[src/rtl/pwl_filter_reset_seq_if.sv]
// Reset-side bundle between startup control, the reset sequencer and the PWL filter.
// Levels are signed fixed point with FracW fractional bits; fp_rst is in whole Hz.
interface pwl_filter_reset_seq_if #(
    parameter int unsigned DataW = 24,
    parameter int unsigned TimeW = 32,
    parameter int unsigned FpW   = 32,
    parameter int unsigned CntW  = 16
);
    logic                    req;
    logic signed [DataW-1:0] target;
    logic signed [DataW-1:0] out_fb;
    logic                    reset;
    logic signed [DataW-1:0] in_rst_val;
    logic signed [DataW-1:0] in_rst_slope;
    logic [TimeW-1:0]        in_rst_t0;
    logic [FpW-1:0]          fp_rst;
    logic                    busy;
    logic                    ack;
    logic                    timeout;
    logic [CntW-1:0]         cyc_used;

    modport master (
        output req, target, out_fb,
        input  reset, in_rst_val, in_rst_slope, in_rst_t0, fp_rst, busy, ack, timeout, cyc_used
    );

    modport slave (
        input  req, target, out_fb,
        output reset, in_rst_val, in_rst_slope, in_rst_t0, fp_rst, busy, ack, timeout, cyc_used
    );
endinterface

[src/rtl/pwl_filter_reset_seq.sv]
// Reset initiator for a PWL linear filter: holds reset with a constant in_rst level until
// the edge-sampled filter output settles on the target, then releases and acknowledges.
module pwl_filter_reset_seq #(
    parameter int unsigned DataW        = 24,
    parameter int unsigned FracW        = 16,
    parameter int unsigned TimeW        = 32,
    parameter int unsigned FpW          = 32,
    parameter int unsigned CntW         = 16,
    parameter int          InvGain      = 65536,          // 1/gain in Q(FracW)
    parameter int unsigned ConvTol      = 655,            // settle band in Q(FracW)
    parameter int unsigned FpFast       = 1_000_000_000,  // reset-path pole, Hz
    parameter int unsigned MinHold      = 2,
    parameter int unsigned SettleCycles = 4,
    parameter int unsigned Timeout      = 256             // must fit in CntW bits
) (
    input logic                   clk,
    input logic                   rstn,
    pwl_filter_reset_seq_if.slave bus
);

    typedef enum logic [2:0] {StIdle, StAssert, StSettle, StRelease, StDone} state_e;

    localparam logic signed [2*DataW-1:0] GainExt = (2*DataW)'(InvGain);

    state_e                  state_q, state_d;
    logic [CntW-1:0]         cnt_q, cnt_d, cnt_inc;
    logic [CntW-1:0]         inb_q, inb_d, inb_inc;
    logic signed [DataW-1:0] tgt_q, tgt_d;
    logic signed [DataW-1:0] in_rst_q, in_rst_d;
    logic [TimeW-1:0]        t0_q, t0_d;
    logic [TimeW-1:0]        now_q;
    logic                    reset_q, reset_d;
    logic [FpW-1:0]          fp_q, fp_d;
    logic                    busy_q, busy_d;
    logic                    ack_q, ack_d;
    logic                    timeout_q, timeout_d;
    logic [CntW-1:0]         cyc_used_q, cyc_used_d;

    logic signed [2*DataW-1:0] tgt_ext;
    logic signed [2*DataW-1:0] prod;
    logic signed [DataW:0]     diff;
    logic [DataW:0]            abs_diff;
    logic                      in_band;

    assign tgt_ext  = {{DataW{bus.target[DataW-1]}}, bus.target};
    assign prod     = tgt_ext * GainExt;
    assign diff     = {bus.out_fb[DataW-1], bus.out_fb} - {tgt_q[DataW-1], tgt_q};
    assign abs_diff = diff[DataW] ? unsigned'(-diff) : unsigned'(diff);
    assign in_band  = abs_diff <= (DataW+1)'(ConvTol);

    // Both counters saturate rather than wrap.
    assign cnt_inc = (cnt_q == '1) ? cnt_q : cnt_q + 1'b1;
    assign inb_inc = (inb_q == '1) ? inb_q : inb_q + 1'b1;

    always_comb begin
        state_d    = state_q;
        cnt_d      = cnt_q;
        inb_d      = inb_q;
        tgt_d      = tgt_q;
        in_rst_d   = in_rst_q;
        t0_d       = t0_q;
        reset_d    = reset_q;
        fp_d       = fp_q;
        busy_d     = busy_q;
        ack_d      = ack_q;
        timeout_d  = timeout_q;
        cyc_used_d = cyc_used_q;

        unique case (state_q)
            StIdle: begin
                if (bus.req) begin
                    tgt_d     = bus.target;
                    in_rst_d  = DataW'(prod >>> FracW);
                    t0_d      = now_q;
                    reset_d   = 1'b1;
                    fp_d      = FpW'(FpFast);
                    busy_d    = 1'b1;
                    timeout_d = 1'b0;
                    cnt_d     = CntW'(1);
                    inb_d     = '0;
                    state_d   = StAssert;
                end
            end
            StAssert, StSettle: begin
                if (!bus.req) begin
                    // Abort: drop reset without acknowledging.
                    reset_d    = 1'b0;
                    fp_d       = '0;
                    busy_d     = 1'b0;
                    timeout_d  = 1'b0;
                    cyc_used_d = cnt_q;
                    state_d    = StIdle;
                end else if (state_q == StAssert) begin
                    cnt_d = cnt_inc;
                    if (cnt_inc >= CntW'(MinHold)) begin
                        inb_d   = '0;
                        state_d = StSettle;
                    end
                end else begin
                    cnt_d = cnt_inc;
                    inb_d = in_band ? inb_inc : '0;
                    // Success is tested first so it wins over a coincident timeout.
                    if (in_band && inb_inc >= CntW'(SettleCycles)) begin
                        state_d = StRelease;
                    end else if (cnt_inc >= CntW'(Timeout)) begin
                        timeout_d = 1'b1;
                        state_d   = StRelease;
                    end
                end
            end
            StRelease: begin
                reset_d    = 1'b0;
                fp_d       = '0;
                cyc_used_d = cnt_q;
                state_d    = StDone;
            end
            StDone: begin
                busy_d = 1'b0;
                if (!bus.req) begin
                    ack_d   = 1'b0;
                    state_d = StIdle;
                end else begin
                    ack_d = 1'b1;
                end
            end
            default: state_d = StIdle;
        endcase
    end

    always_ff @(posedge clk or negedge rstn) begin
        if (!rstn) begin
            state_q    <= StIdle;
            cnt_q      <= '0;
            inb_q      <= '0;
            tgt_q      <= '0;
            in_rst_q   <= '0;
            t0_q       <= '0;
            now_q      <= '0;
            reset_q    <= 1'b0;
            fp_q       <= '0;
            busy_q     <= 1'b0;
            ack_q      <= 1'b0;
            timeout_q  <= 1'b0;
            cyc_used_q <= '0;
        end else begin
            state_q    <= state_d;
            cnt_q      <= cnt_d;
            inb_q      <= inb_d;
            tgt_q      <= tgt_d;
            in_rst_q   <= in_rst_d;
            t0_q       <= t0_d;
            now_q      <= now_q + 1'b1;
            reset_q    <= reset_d;
            fp_q       <= fp_d;
            busy_q     <= busy_d;
            ack_q      <= ack_d;
            timeout_q  <= timeout_d;
            cyc_used_q <= cyc_used_d;
        end
    end

    // in_rst is a constant segment: only the level and its start time ever change.
    assign bus.reset        = reset_q;
    assign bus.in_rst_val   = in_rst_q;
    assign bus.in_rst_slope = '0;
    assign bus.in_rst_t0    = t0_q;
    assign bus.fp_rst       = fp_q;
    assign bus.busy         = busy_q;
    assign bus.ack          = ack_q;
    assign bus.timeout      = timeout_q;
    assign bus.cyc_used     = cyc_used_q;

endmodule
[src/flat_wrapper.sv]
// flat-port wrapper written by rule: the top's interface ports become plain ports
module pwl_filter_reset_seq_flat 
#(
    parameter int unsigned DataW        = 24,
    parameter int unsigned FracW        = 16,
    parameter int unsigned TimeW        = 32,
    parameter int unsigned FpW          = 32,
    parameter int unsigned CntW         = 16,
    parameter int          InvGain      = 65536,                               
    parameter int unsigned ConvTol      = 655,                                      
    parameter int unsigned FpFast       = 1_000_000_000,                        
    parameter int unsigned MinHold      = 2,
    parameter int unsigned SettleCycles = 4,
    parameter int unsigned Timeout      = 256                                     
)
  (clk, rstn, bus_req, bus_target, bus_out_fb, bus_reset, bus_in_rst_val, bus_in_rst_slope, bus_in_rst_t0, bus_fp_rst, bus_busy, bus_ack, bus_timeout, bus_cyc_used);
  pwl_filter_reset_seq_if #(.DataW(DataW), .TimeW(TimeW), .FpW(FpW), .CntW(CntW)) bus_i ();
  input logic clk;
  input logic rstn;
  input wire logic [$bits(bus_i.req)-1:0] bus_req;
  input wire logic [$bits(bus_i.target)-1:0] bus_target;
  input wire logic [$bits(bus_i.out_fb)-1:0] bus_out_fb;
  output wire logic [$bits(bus_i.reset)-1:0] bus_reset;
  output wire logic [$bits(bus_i.in_rst_val)-1:0] bus_in_rst_val;
  output wire logic [$bits(bus_i.in_rst_slope)-1:0] bus_in_rst_slope;
  output wire logic [$bits(bus_i.in_rst_t0)-1:0] bus_in_rst_t0;
  output wire logic [$bits(bus_i.fp_rst)-1:0] bus_fp_rst;
  output wire logic [$bits(bus_i.busy)-1:0] bus_busy;
  output wire logic [$bits(bus_i.ack)-1:0] bus_ack;
  output wire logic [$bits(bus_i.timeout)-1:0] bus_timeout;
  output wire logic [$bits(bus_i.cyc_used)-1:0] bus_cyc_used;
  assign bus_i.req = bus_req;
  assign bus_i.target = bus_target;
  assign bus_i.out_fb = bus_out_fb;
  assign bus_reset = bus_i.reset;
  assign bus_in_rst_val = bus_i.in_rst_val;
  assign bus_in_rst_slope = bus_i.in_rst_slope;
  assign bus_in_rst_t0 = bus_i.in_rst_t0;
  assign bus_fp_rst = bus_i.fp_rst;
  assign bus_busy = bus_i.busy;
  assign bus_ack = bus_i.ack;
  assign bus_timeout = bus_i.timeout;
  assign bus_cyc_used = bus_i.cyc_used;
  pwl_filter_reset_seq #(.DataW(DataW), .FracW(FracW), .TimeW(TimeW), .FpW(FpW), .CntW(CntW), .InvGain(InvGain), .ConvTol(ConvTol), .FpFast(FpFast), .MinHold(MinHold), .SettleCycles(SettleCycles), .Timeout(Timeout)) u_core (.clk(clk), .rstn(rstn), .bus(bus_i));
endmodule
[config.mk]
export PLATFORM = sky130hd
export DESIGN_NAME = pwl_filter_reset_seq_flat
export DESIGN_NICKNAME = d
export VERILOG_FILES = /design/src/rtl/pwl_filter_reset_seq_if.sv /design/src/rtl/pwl_filter_reset_seq.sv /design/src/flat_wrapper.sv
export SDC_FILE = /design/constraint.sdc
export NUM_CORES = 1
export LEC_CHECK = 0
export ABC_AREA = 0
export BUFFER_PORTS_ARGS = -buffer_cell sky130_fd_sc_hd__buf_2
export CORE_UTILIZATION = 40
export DETAILED_ROUTE_END_ITERATION = 8
export GPL_TIMING_DRIVEN = 0
export PLACE_DENSITY = 0.65
export SLEW_MARGIN = 30
export SYNTH_ARGS = -nofsm -noshare
export SYNTH_HDL_FRONTEND = slang
export SYNTH_SLANG_ARGS = --single-unit
[constraint.sdc]
create_clock -name clk -period 11.7 [get_ports clk]
set_input_delay 0.585 -clock clk [delete_from_list [all_inputs] [get_ports clk]]
set_output_delay 0.585 -clock clk [all_outputs]
set_load 0.005 [all_outputs]
==> results of run 1 <==
[flip-flops by register name, summed over array words and instances (netlist names), 3 cells and up]
name / count
u_core.now_q: 32
u_core.bus.cyc_used: 16
u_core.cnt_q: 16
u_core.state_q: 3
u_core.bus.in_rst_val: 24
u_core.bus.in_rst_t0: 32
u_core.inb_q: 16
[placed cells by master, fill, tap and decap left out, types with 8 or more instances in the layout]
cell / netlist / layout
buf_4: 57 / 58
nor3_1: 34 / 34
mux2_2: 16 / 16
inv_1: 32 / 32
o211ai_1: 18 / 18
a21oi_1: 53 / 53
a21o_1: 10 / 10
o31ai_1: 8 / 8
dfrtp_1: 143 / 143
nand2_1: 211 / 211
clkbuf_1: 36 / 36
or3_1: 14 / 14
a31oi_1: 8 / 8
and4_1: 8 / 8
conb_1: 1 / 43
nand3_1: 47 / 47
clkbuf_16: 0 / 17
ha_1: 28 / 28
xnor2_1: 39 / 39
buf_2: 8 / 145
and3_1: 28 / 28
nand2b_1: 12 / 12
xor2_1: 12 / 12
nor2_1: 64 / 64
and2_1: 21 / 21
nand4_1: 23 / 23
o21ai_0: 80 / 80
[cell families after synthesis]
group / after synthesis / synth area share (%)
other cells: 1 / 0.03886
fa+ha+maj: 30 / 3.941
flops: 143 / 37.08
compound gates: 256 / 17.50
buf+inv: 140 / 8.012
xor+xnor: 51 / 4.629
mux: 20 / 2.334
simple gates: 516 / 26.46
[final cells by class]
class	instances	area [um^2]	area share (%)
inverter	32	120.1	1.042
buffer	108	653.1	5.663
clock buffer	18	439.2	3.808
clock inverter	14	138.9	1.204
tap	319	399.1	3.461
timing repair buffer	141	740.7	6.423
multi-input combinational	916	5463	47.37
sequential	143	3578	31.03
[worst paths after layout]
kind | start | to | slack, ns | cells past startpoint
setup / recovery | u_core.bus.in_rst_val[0]$_DFFE_PN0P_ | u_core.inb_q[13]$_DFFE_PN0P_ | 6.73 | 14
hold reg to reg | u_core.bus.in_rst_t0[23]$_DFFE_PN0P_ | u_core.bus.in_rst_t0[23]$_DFFE_PN0P_ | 0.48 | 2
max in group asynchronous | rstn | u_core.cnt_q[9]$_DFFE_PN0P_ | 10.86 | 2
min in group clk | bus_target[18] | u_core.bus.in_rst_val[18]$_DFFE_PN0P_ | 0.34 | 3
setup reg to reg | u_core.bus.in_rst_val[0]$_DFFE_PN0P_ | u_core.inb_q[13]$_DFFE_PN0P_ | 6.73 | 14
hold / removal | rstn | u_core.bus.in_rst_val[17]$_DFFE_PN0P_ | 0.04 | 1
[metrics by stage]
stage                     worst slack [ns]  util, %  cell area [um^2]
after CTS                            6.760    48.96             11530
after global routing                 6.378    48.98             11530
after floorplan                      7.482        -              9808
final                                6.726    48.98             11530
after global placement               6.504    46.29             10900
after detailed placement             6.494    46.51             10950
[power by group through the flow]
stage                     logic [uW]  clock network, uW  registers (uW)
after floorplan                  997                  0             620
after global placement          1360                  0             621
after detailed placement        1380                  0             621
after CTS                       1390                557             612
after global routing            1570                578             622
final                           1400                548             612
[routing by layer]
metal	global-route usage, %	wire length [um]
met5	0	13
met4	5.964	369
met3	4.405	1355
met2	32.62	11020
met1	28.52	11840
[critical path, stage by stage, from the launching register on]
cell       delay [ns]
dfrtp_1          0.41
ha_1             0.24
fa_1             0.41
and2b_1          0.28
o2111ai_2        0.25
a211oi_1         0.45
o21ai_0          0.20
a222oi_1         0.53
nand4_1          0.34
or2_1            0.34
mux2_4           0.33
nor4_4           0.68
buf_6            0.24
nand3_2          0.08
a21oi_2          0.13
==> metrics.txt, run 1 <==
Yosys top cell by area dfrtp_1; clk sinks 143; fraction of registers with async set or reset after synthesis 100.0%; Initial Util 40.99%; Skew-Pair Late Insertion Delay 0.44 ns; mapped cell area between 9000 and 10000 um^2; CTS Buffer Depth 2; initial DRC count 430; Rows 56; GRT Residual Overflow 0; post-synth top area share 37.08%; routability congestion estimate 0.9393; Chip Width 157.3 um; postcts setup bufs 0; H-Tree Depth 4; CORE AREA approximately 24000 um^2; f_max 0.2011 GHz; Tightest Hold Check Type input pin to asynchronous set/reset pin; worst relative slew slack 45.00%; synth unique cells 86; number of diodes 0; Least-Margin Pin Slew a little over 0.8 ns; Die Y 157.3 um; # IOs 183; Final Hold Viols 0; Pwr Density 221.6 nW/um^2; skew final 0.01723 ns; Worst Setup End Kind flip-flop; largest net degree at the start of global routing between 80 and 90; initial antenna violation count 1; Synth Warn # 0; CTS tree done; drt first pass iters 5; max cap viols 0; Final period util 42.51%; Vias/cell 5.231; HPWL after DPL 18270 um; Hold Slack 0.04284 ns; commonest cells in the netlist nand2_1 (211), dfrtp_1 (143), o21ai_0 (80), nor2_1 (64), buf_4 (57); # setup viols final 0; Antenna Nets Post-Route 0; cts bufs inserted 17; dpl cells 1658; GRT Total Usage 20.73%; Sequential Power Share 23.9%; Final Power 2556 uW; worst-path fanout max 10; Avg Cell Area, Syn 8.341 um^2; vias in the first global route 8197; cts hold-fix bufs 0; Main synth FF type dfrtp_1; sequential area share after synthesis 37.08%; count leader, synth nand2_1; final worst path period need 4.974 ns; Sw Pwr 1189 uW; critical path required time between 10 and 15 ns; worst path arrival time about 5.3 ns; routed wire length ~25000 um; fin. max-slew vios 0; Post-CTS Resized 0; combinational cell fraction of total power 54.6%; # fillers about 2.4k; clock slew at reported path FFs 0.08 ns; Post-layout nets 1439; WL/cell ~15 um; status completed; Synth area leaders dfrtp_1 (37%), nand2_1 (8.2%), buf_4 (4.4%); WS Path Type flip-flop to flip-flop; IO Port Bufs 138; CP Launch Type flip-flop; sw frac 46.52%; share of layout cells above drive strength 1 20.77%; Static Leak 0.005525 uW; DRC violations left 0; Clk pwr share 21.4%; setup TNS 0 ns; Root Buffer clkbuf_16; DR vias 8846; P_int 1367 uW; RSZ-0062 raised after global routing false; peak supply drop 0.1053 mV; flops & latches, synth 143; final std cells w/o fill roughly 1.7k; Synth Instances 1157; first-pass GRT wire length 41040 um; die footprint 24750 um^2; number of enable flip-flop cells after synthesis 0; area grow syn2layout 19.50%
(Power assumes the default switching activity.)
==> run 2, diff against run 1 <==
--- a/config.mk
+++ b/config.mk
@@ -5,12 +5,12 @@
 export SDC_FILE = /design/constraint.sdc
 export NUM_CORES = 1
 export LEC_CHECK = 0
-export ABC_AREA = 0
+export ABC_AREA = 1
 export BUFFER_PORTS_ARGS = -buffer_cell sky130_fd_sc_hd__buf_2
 export CORE_UTILIZATION = 40
 export DETAILED_ROUTE_END_ITERATION = 8
 export GPL_TIMING_DRIVEN = 0
-export PLACE_DENSITY = 0.65
+export PLACE_DENSITY = 0.67
 export SLEW_MARGIN = 30
 export SYNTH_ARGS = -nofsm -noshare
 export SYNTH_HDL_FRONTEND = slang
==> constraint.sdc (replaced) <==
create_clock -name clk -period 4.2 [get_ports clk]
set_input_delay 0.21 -clock clk [delete_from_list [all_inputs] [get_ports clk]]
set_output_delay 0.21 -clock clk [all_outputs]
set_load 0.005 [all_outputs]
==> metrics.txt, run 2 <==
status completed; wire length on met1 11930 um (+0.76%); # IOs 183 (unchanged); number of enable flip-flop cells after synthesis 0 (unchanged); WL/cell 12.34 um (-15%); Root Buffer clkbuf_16; synth unique cells 40 (-53%); DR vias 9367 (+5.9%); mapped cell area 9859 um^2 (+2.2%); Post-CTS Resized 0 (unchanged); crit-path most repeated cell nand2_1; fraction of registers with async set or reset after synthesis 100.0% (unchanged); peak supply drop 0.2760 mV (+160%); die footprint 25280 um^2 (+2.1%); Post-layout nets 1748 (+21%); post-synth top area share 36.29% (-0.79 points); max cap viols 0 (unchanged); Yosys top cell by area dfrtp_1; sequential area share after synthesis 36.29% (-0.79 points); clock slew at reported path FFs 0.07 ns (about the same); Antenna Nets Post-Route 0 (unchanged); CP Launch Type flip-flop; routability congestion estimate 0.8976 (-4.4%); GRT Total Usage 20.07% (-0.66 points); Skew-Pair Late Insertion Delay 0.43 ns (about the same); DRC violations left 0 (unchanged); worst-path fanout max 10 (unchanged); Slowest-stage cell, CP dfrtp_1; flops & latches, synth 143 (unchanged); final worst path period need 3.660 ns (-1.313 ns); worst relative slew slack 43.26% (-1.7 points); Worst Setup End Kind flip-flop; crit-path cells ha_1, fa_1, inv_1, nand3_1, nand2_2, nand2_1, nand2_2, nand2_1, nand3_1, nand2_2, nand2_4, buf_2, nand2_1, nand3_1, nand2_1, a21oi_1, nand2_1, nand2_1, nand2_2, nor2_4, buf_6, nand3_1, nand2_1; Pwr Density 638.8 nW/um^2 (+190%); IO Port Bufs 139 (+0.72%); RSZ-0062 raised after global routing false; critical path required time 4.56 ns (-7.50 ns); setup TNS 0 ns (unchanged); Vias/cell 4.672 (-11%); HPWL after DPL 18560 um (+1.6%); WS Path Type flip-flop to flip-flop; cts bufs inserted 17 (unchanged); worst path arrival time 4.02 ns (-1.31 ns); FF-to-FF setup slack 0.54 ns (-6.19 ns); Synth area leaders dfrtp_1 (36%), nand2_1 (17%), inv_1 (8.1%); most frequent cells in the layout nand2_1 (449), inv_1 (214), dfrtp_1 (143), buf_2 (141), nor2_1 (123); Synth Warn # 0 (unchanged); CP top delay family simple AND/OR/NAND/NOR gates; CORE AREA 24250 um^2 (+3.0%); Chip Width 159 um (+1.1%); Finished Core Util 49.40% (+0.41 points); commonest cells in the netlist nand2_1 (449), inv_1 (214), dfrtp_1 (143), nor2_1 (123), nand3_1 (111); fin. max-slew vios 0 (unchanged); area grow syn2layout 21.48%; Final period util 87.15% (+45 points); Static Leak 0.006671 uW (+21%); reg2reg start u_core.bus.in_rst_val[0]$_DFFE_PN0P_; Tightest Hold Check Type input pin to flip-flop; count leader, synth nand2_1; # setup viols final 0 (unchanged); Final Hold Viols 0 (unchanged); Rows 57 (+1.8%); commonest non-fill, non-tap cell in the layout nand2_1; GRT Residual Overflow 0 (unchanged); clk sinks 143 (unchanged); H-Tree Depth 4 (unchanged); vias in the first global route 9004 (+9.8%); first-pass GRT wire length 41880 um (+2.0%); Buf/Inv on CP 3 (+2); initial antenna violation count 0 (-1); number of diodes 0 (unchanged); routed wl met2 11400 um (+3.5%); worst r2r path cells 23 (+9); highest routing layer actually used met4; Avg Cell Area, Syn 6.828 um^2 (-18%); Synth Instances 1444 (+25%); drt first pass iters 5 (unchanged); Initial Util 40.66% (-0.33 points); final setup margin 0.5399 ns (-6.187 ns); hold path depth 3; worst flop-to-flop path endpoint u_core.inb_q[10]$_DFFE_PN0P_; skew final 0.01394 ns (-0.003290 ns); routed wire length 24730 um (+0.54%); CTS tree done; largest net degree at the start of global routing 84 (+1.2%); CTS Buffer Depth 2 (unchanged); f_max 0.2732 GHz (+36%); Least-Margin Pin Slew 0.8511 ns (+0.03645 ns); largest stage delay on the critical path 0.41 ns (-0.27 ns); share of layout cells above drive strength 1 17.67% (-3.1 points); initial DRC count 495 (+15%); # fillers 2431 (+2.2%); Place WS 0.5684 ns (-5.925 ns); worst min-delay path startpoint bus_target[14]; met3 wire len 1131 um (-17%); Main synth FF type dfrtp_1; worst hold endpoint u_core.bus.in_rst_val[14]$_DFFE_PN0P_; Die Y 159 um (+1.1%)
-- run 2: worst register-to-register path, delay by kind of cell (launching register included) --
kind                       cells  cell delay [ns]
DFF                            1             0.41
buffers and inverters          3             0.55
and+or+nand+nor               17             1.82
adders and majority gates      2             0.64
AOI/OAI and AO/OA              1             0.17
-- run 2: logic make-up (layout without fill, tap and decap cells) --
kind of cell               after synthesis  count (layout)  share of synthesized area (%)
other                                    1              43                        0.03803
xor gates and xnor gates                52              52                          4.619
buffers and inverters                  305             500                          13.97
adders and majority gates               29              29                          3.756
AOI/OAI and AO/OA                      120             120                          6.396
DFF                                    143             143                          36.29
and+or+nand+nor                        794             794                          34.92
-- run 2: how the worst max path moves through the flow --
stage | from | to | slack [ns] | depth (start not counted)
finish | u_core.bus.in_rst_val[0]$_DFFE_PN0P_ | u_core.inb_q[10]$_DFFE_PN0P_ | 0.54 | 23
global route | u_core.bus.in_rst_val[0]$_DFFE_PN0P_ | u_core.inb_q[13]$_DFFE_PN0P_ | 0.08 | 25
CTS | u_core.bus.in_rst_val[0]$_DFFE_PN0P_ | u_core.inb_q[10]$_DFFE_PN0P_ | 0.56 | 23
detailed placement | u_core.bus.in_rst_val[0]$_DFFE_PN0P_ | u_core.inb_q[13]$_DFFE_PN0P_ | 0.57 | 23
global placement | u_core.bus.in_rst_val[0]$_DFFE_PN0P_ | u_core.inb_q[15]$_DFFE_PN0P_ | 0.66 | 23
floorplan | u_core.bus.in_rst_val[0]$_DFFE_PN0P_ | u_core.inb_q[14]$_DFFE_PN0P_ | 1.17 | 22
-- run 2: what timing repair did --
item	4_1_cts	5_1_grt
hold buffers	23	0
hold endpoints to repair	82	0
setup buffers	0	0
-- run 2: metrics by stage --
stage          cell area [um^2]  cells  total power (uW)  hold WS [ns]
2_1_floorplan             10020   1486              4928      -0.08559
3_3_place_gp              11120   1949              5999        0.4124
3_5_place_dp              11160   1950              6086        0.2020
4_1_cts                   11980   2005              7681      0.002795
5_1_grt                   11980   2005              8403       0.04449
6_report                  11980   2005              7651       0.01264
-- run 2: area by class of cell --
class	instances	area, um^2	share of cell area (%)
Clock buffer	17	425.4	3.552
Clock inverter	15	166.4	1.389
Timing Repair Buffer	163	963.4	8.043
Buffer	79	529.3	4.419
Tap cell	324	405.4	3.385
Sequential cell	143	3578	29.88
Inverter	226	848.3	7.082
Multi-Input combinational cell	1038	5061	42.25
-- run 2: where the power goes --
part	switching, uW	internal, uW	total [uW]	leakage (uW)
Clock	747	801	1550	0.000288
Sequential	163	1650	1810	0.00188
Combinational	2780	1510	4290	0.00450
-- run 2: metal layers --
metal | vias up | global-route usage (%)
li1 | 4862 | -
met1 | 4255 | 26.86
met2 | 227 | 33.59
met3 | 23 | 3.282
met4 | 0 | 5.376
met5 | - | 0
==> run 3, diff against run 2 <==
--- a/config.mk
+++ b/config.mk
@@ -9,8 +9,9 @@
 export BUFFER_PORTS_ARGS = -buffer_cell sky130_fd_sc_hd__buf_2
 export CORE_UTILIZATION = 40
 export DETAILED_ROUTE_END_ITERATION = 8
+export GPL_ROUTABILITY_DRIVEN = 0
 export GPL_TIMING_DRIVEN = 0
-export PLACE_DENSITY = 0.67
+export PLACE_DENSITY = 0.65
 export SLEW_MARGIN = 30
 export SYNTH_ARGS = -nofsm -noshare
 export SYNTH_HDL_FRONTEND = slang
==> constraint.sdc (replaced) <==
create_clock -name clk -period 4.4 [get_ports clk]
set_input_delay 0.22 -clock clk [delete_from_list [all_inputs] [get_ports clk]]
set_output_delay 0.22 -clock clk [all_outputs]
set_load 0.005 [all_outputs]
==> metrics.txt, run 3 (synthesis results as in run 2) <==
IO Port Bufs 139 (unchanged); Pwr Density 613.1 nW/um^2 (-4.0%); WL/cell 12.30 um (-0.29%); H-Tree Depth 4 (unchanged); area of the multi-input gates 5061 um^2 (unchanged); Placement Cell Area 11160 um^2 (unchanged); Final Hold Viols 0 (unchanged); vias in the first global route 8993 (-0.12%); # setup viols final 0 (unchanged); final worst path period need 3.646 ns (-0.01409 ns); postcts setup bufs 0 (unchanged); first-pass GRT wire length 41940 um (+0.15%); Chip Width 159 um (unchanged); status completed; Die Y 159 um (unchanged); worst-path fanout max 10 (unchanged); number of diodes 0 (unchanged); die footprint 25280 um^2 (unchanged); RSZ-0062 raised after global routing false; clock slew at reported path FFs 0.07 ns (about the same); Place WS 0.7673 ns (+0.1990 ns); initial DRC count 553 (+12%); worst r2r path cells 25 (+8.7%); most frequent cells in the layout nand2_1 (449), inv_1 (214), dfrtp_1 (143), buf_2 (141), nor2_1 (123); Antenna Nets Post-Route 0 (unchanged); # IOs 183 (unchanged); cts bufs inserted 17 (unchanged); CORE AREA 24250 um^2 (unchanged); WS Path Type flip-flop to flip-flop; Initial Util 40.66% (unchanged); HPWL after DPL 18530 um (-0.16%); CTS Buffer Depth 2 (unchanged); peak supply drop 0.3086 mV (+12%); Root Buffer clkbuf_16; clk sinks 143 (unchanged); Skew-Pair Late Insertion Delay 0.44 ns (about the same); skew final 0.01201 ns (-0.001929 ns); final std cells w/o fill 2004 (-0.050%); DR vias 9426 (+0.63%); # fillers 2479 (+2.0%); Clk pwr share 20.8% (+0.6 points); setup TNS 0 ns (unchanged); dpl cells 1950 (unchanged); Finished Core Util 49.53% (+0.13 points); area grow syn2layout 21.82%; FF/Latch Area 3578 um^2 (unchanged); Final period util 82.86% (-4.3 points); final setup margin 0.7540 ns (+0.2141 ns); Post-layout nets 1747 (-0.057%); sw frac 48.42% (+0.19 points); worst path arrival time 4.02 ns (about the same); GRT Total Usage 20.14% (+0.070 points); Worst Setup End Kind flip-flop; hold path depth 3 (unchanged); P_int 3798 uW (-4.1%); fin. max-slew vios 0 (unchanged); Sequential Power Share 23.5% (-0.2 points); Tightest Hold Check Type input pin to flip-flop; commonest non-fill, non-tap cell in the layout nand2_1; drt first pass iters 5 (unchanged); max cap viols 0 (unchanged); DRC violations left 0 (unchanged); f_max 0.2743 GHz (+0.39%); Sw Pwr 3565 uW (-3.4%); GRT Residual Overflow 0 (unchanged); Rows 57 (unchanged); critical path required time 4.77 ns (+0.21 ns); routed wire length 24650 um (-0.34%); largest net degree at the start of global routing 85 (+1.2%); share of layout cells above drive strength 1 17.68% (about the same); CTS tree done; post-route cell area 12010 um^2 (+0.27%); initial antenna violation count 0 (unchanged); combinational cell fraction of total power 55.7% (-0.4 points); Least-Margin Pin Slew 0.7960 ns (-0.05516 ns); worst relative slew slack 46.74% (+3.5 points); CP Launch Type flip-flop; Static Leak 0.006682 uW (+0.16%); Vias/cell 4.704 (+0.68%)
run 3: changes by cell type in the layout (fill, tap and decap cells not counted), sizes merged:
| cell | before | now |
|---|---|---|
| inv | 234 | 231 |
| dlygate4sd3 | 23 | 22 |
| clkinv | 6 | 10 |
| clkinvlp | 1 | 0 |
run 3: per-stage QoR:
stage	power (uW)	hold WS (ns)
finish	7363	0.01206
detailed placement	5803	0.2002
global placement	5731	0.4241
floorplan	4704	-0.07559
CTS	7389	0.002827
global route	8095	0.009738
run 3: worst max-delay path, cell delays in order, from the launching register on:
cell and delay [ns]:
dfrtp_1 0.41, ha_1 0.23, fa_1 0.40, inv_1 0.13, nand2_1 0.11, nand2_1 0.14
nand3_2 0.10, nand2_2 0.13, nand2_1 0.06, nand3_1 0.08, nand2_2 0.11, nor2_1 0.16
nand2_1 0.07, nor2_1 0.20, nand2_1 0.12, nand2_1 0.11, nand3_1 0.07, nand2_1 0.07
nand2_1 0.05, nor2_1 0.15, and2_4 0.17, nand2_2 0.06, nor2_4 0.15, buf_6 0.16
nand3_1 0.07, nand2_1 0.07
run 3: final cells by class:
cell class                 instances  share of cell area, %
buffer                            79                  4.407
tap                              324                  3.375
sequential                       143                  29.79
clock buffer                      17                  3.542
multi-input combinational       1038                  42.14
timing repair buffer             162                  7.938
inverter                         226                  7.063
clock inverter                    15                  1.740
run 3: repair_timing:
item | CTS | global route
gates resized for setup | 0 | 0
hold buffers | 22 | 0
hold endpoints to repair | 80 | 0
run 3: power by group through the flow:
stage                     clock network [uW]  registers [uW]  logic [uW]
after floorplan                            0            1760        2940
after global placement                     0            1740        3990
after detailed placement                   0            1750        4050
after CTS                               1570            1730        4090
after global routing                    1620            1760        4710
final                                   1530            1730        4100
run 3: worst paths after layout:
check                                                           from                               endpoint  slack [ns]
worst max register to register  u_core.bus.in_rst_val[0]$_DFFE_PN0P_            u_core.inb_q[9]$_DFFE_PN0P_        0.75
worst min-delay path                                  bus_target[14]  u_core.bus.in_rst_val[14]$_DFFE_PN0P_        0.01
max in group asynchronous                                       rstn    u_core.bus.in_rst_t0[9]$_DFFE_PN0P_        3.29
min in group asynchronous                                       rstn  u_core.bus.in_rst_val[13]$_DFFE_PN0P_        0.31
worst max-delay path            u_core.bus.in_rst_val[0]$_DFFE_PN0P_            u_core.inb_q[9]$_DFFE_PN0P_        0.75
worst min register to register  u_core.bus.in_rst_t0[20]$_DFFE_PN0P_   u_core.bus.in_rst_t0[20]$_DFFE_PN0P_        0.47
run 3: per-layer routing:
layer	wire length, um	up-vias	GRT usage (%)
li1	-	4864	-
met1	11990	4328	27.43
met2	11360	206	32.74
met3	957	28	3.464
met4	334	0	5.988
met5	0	-	0
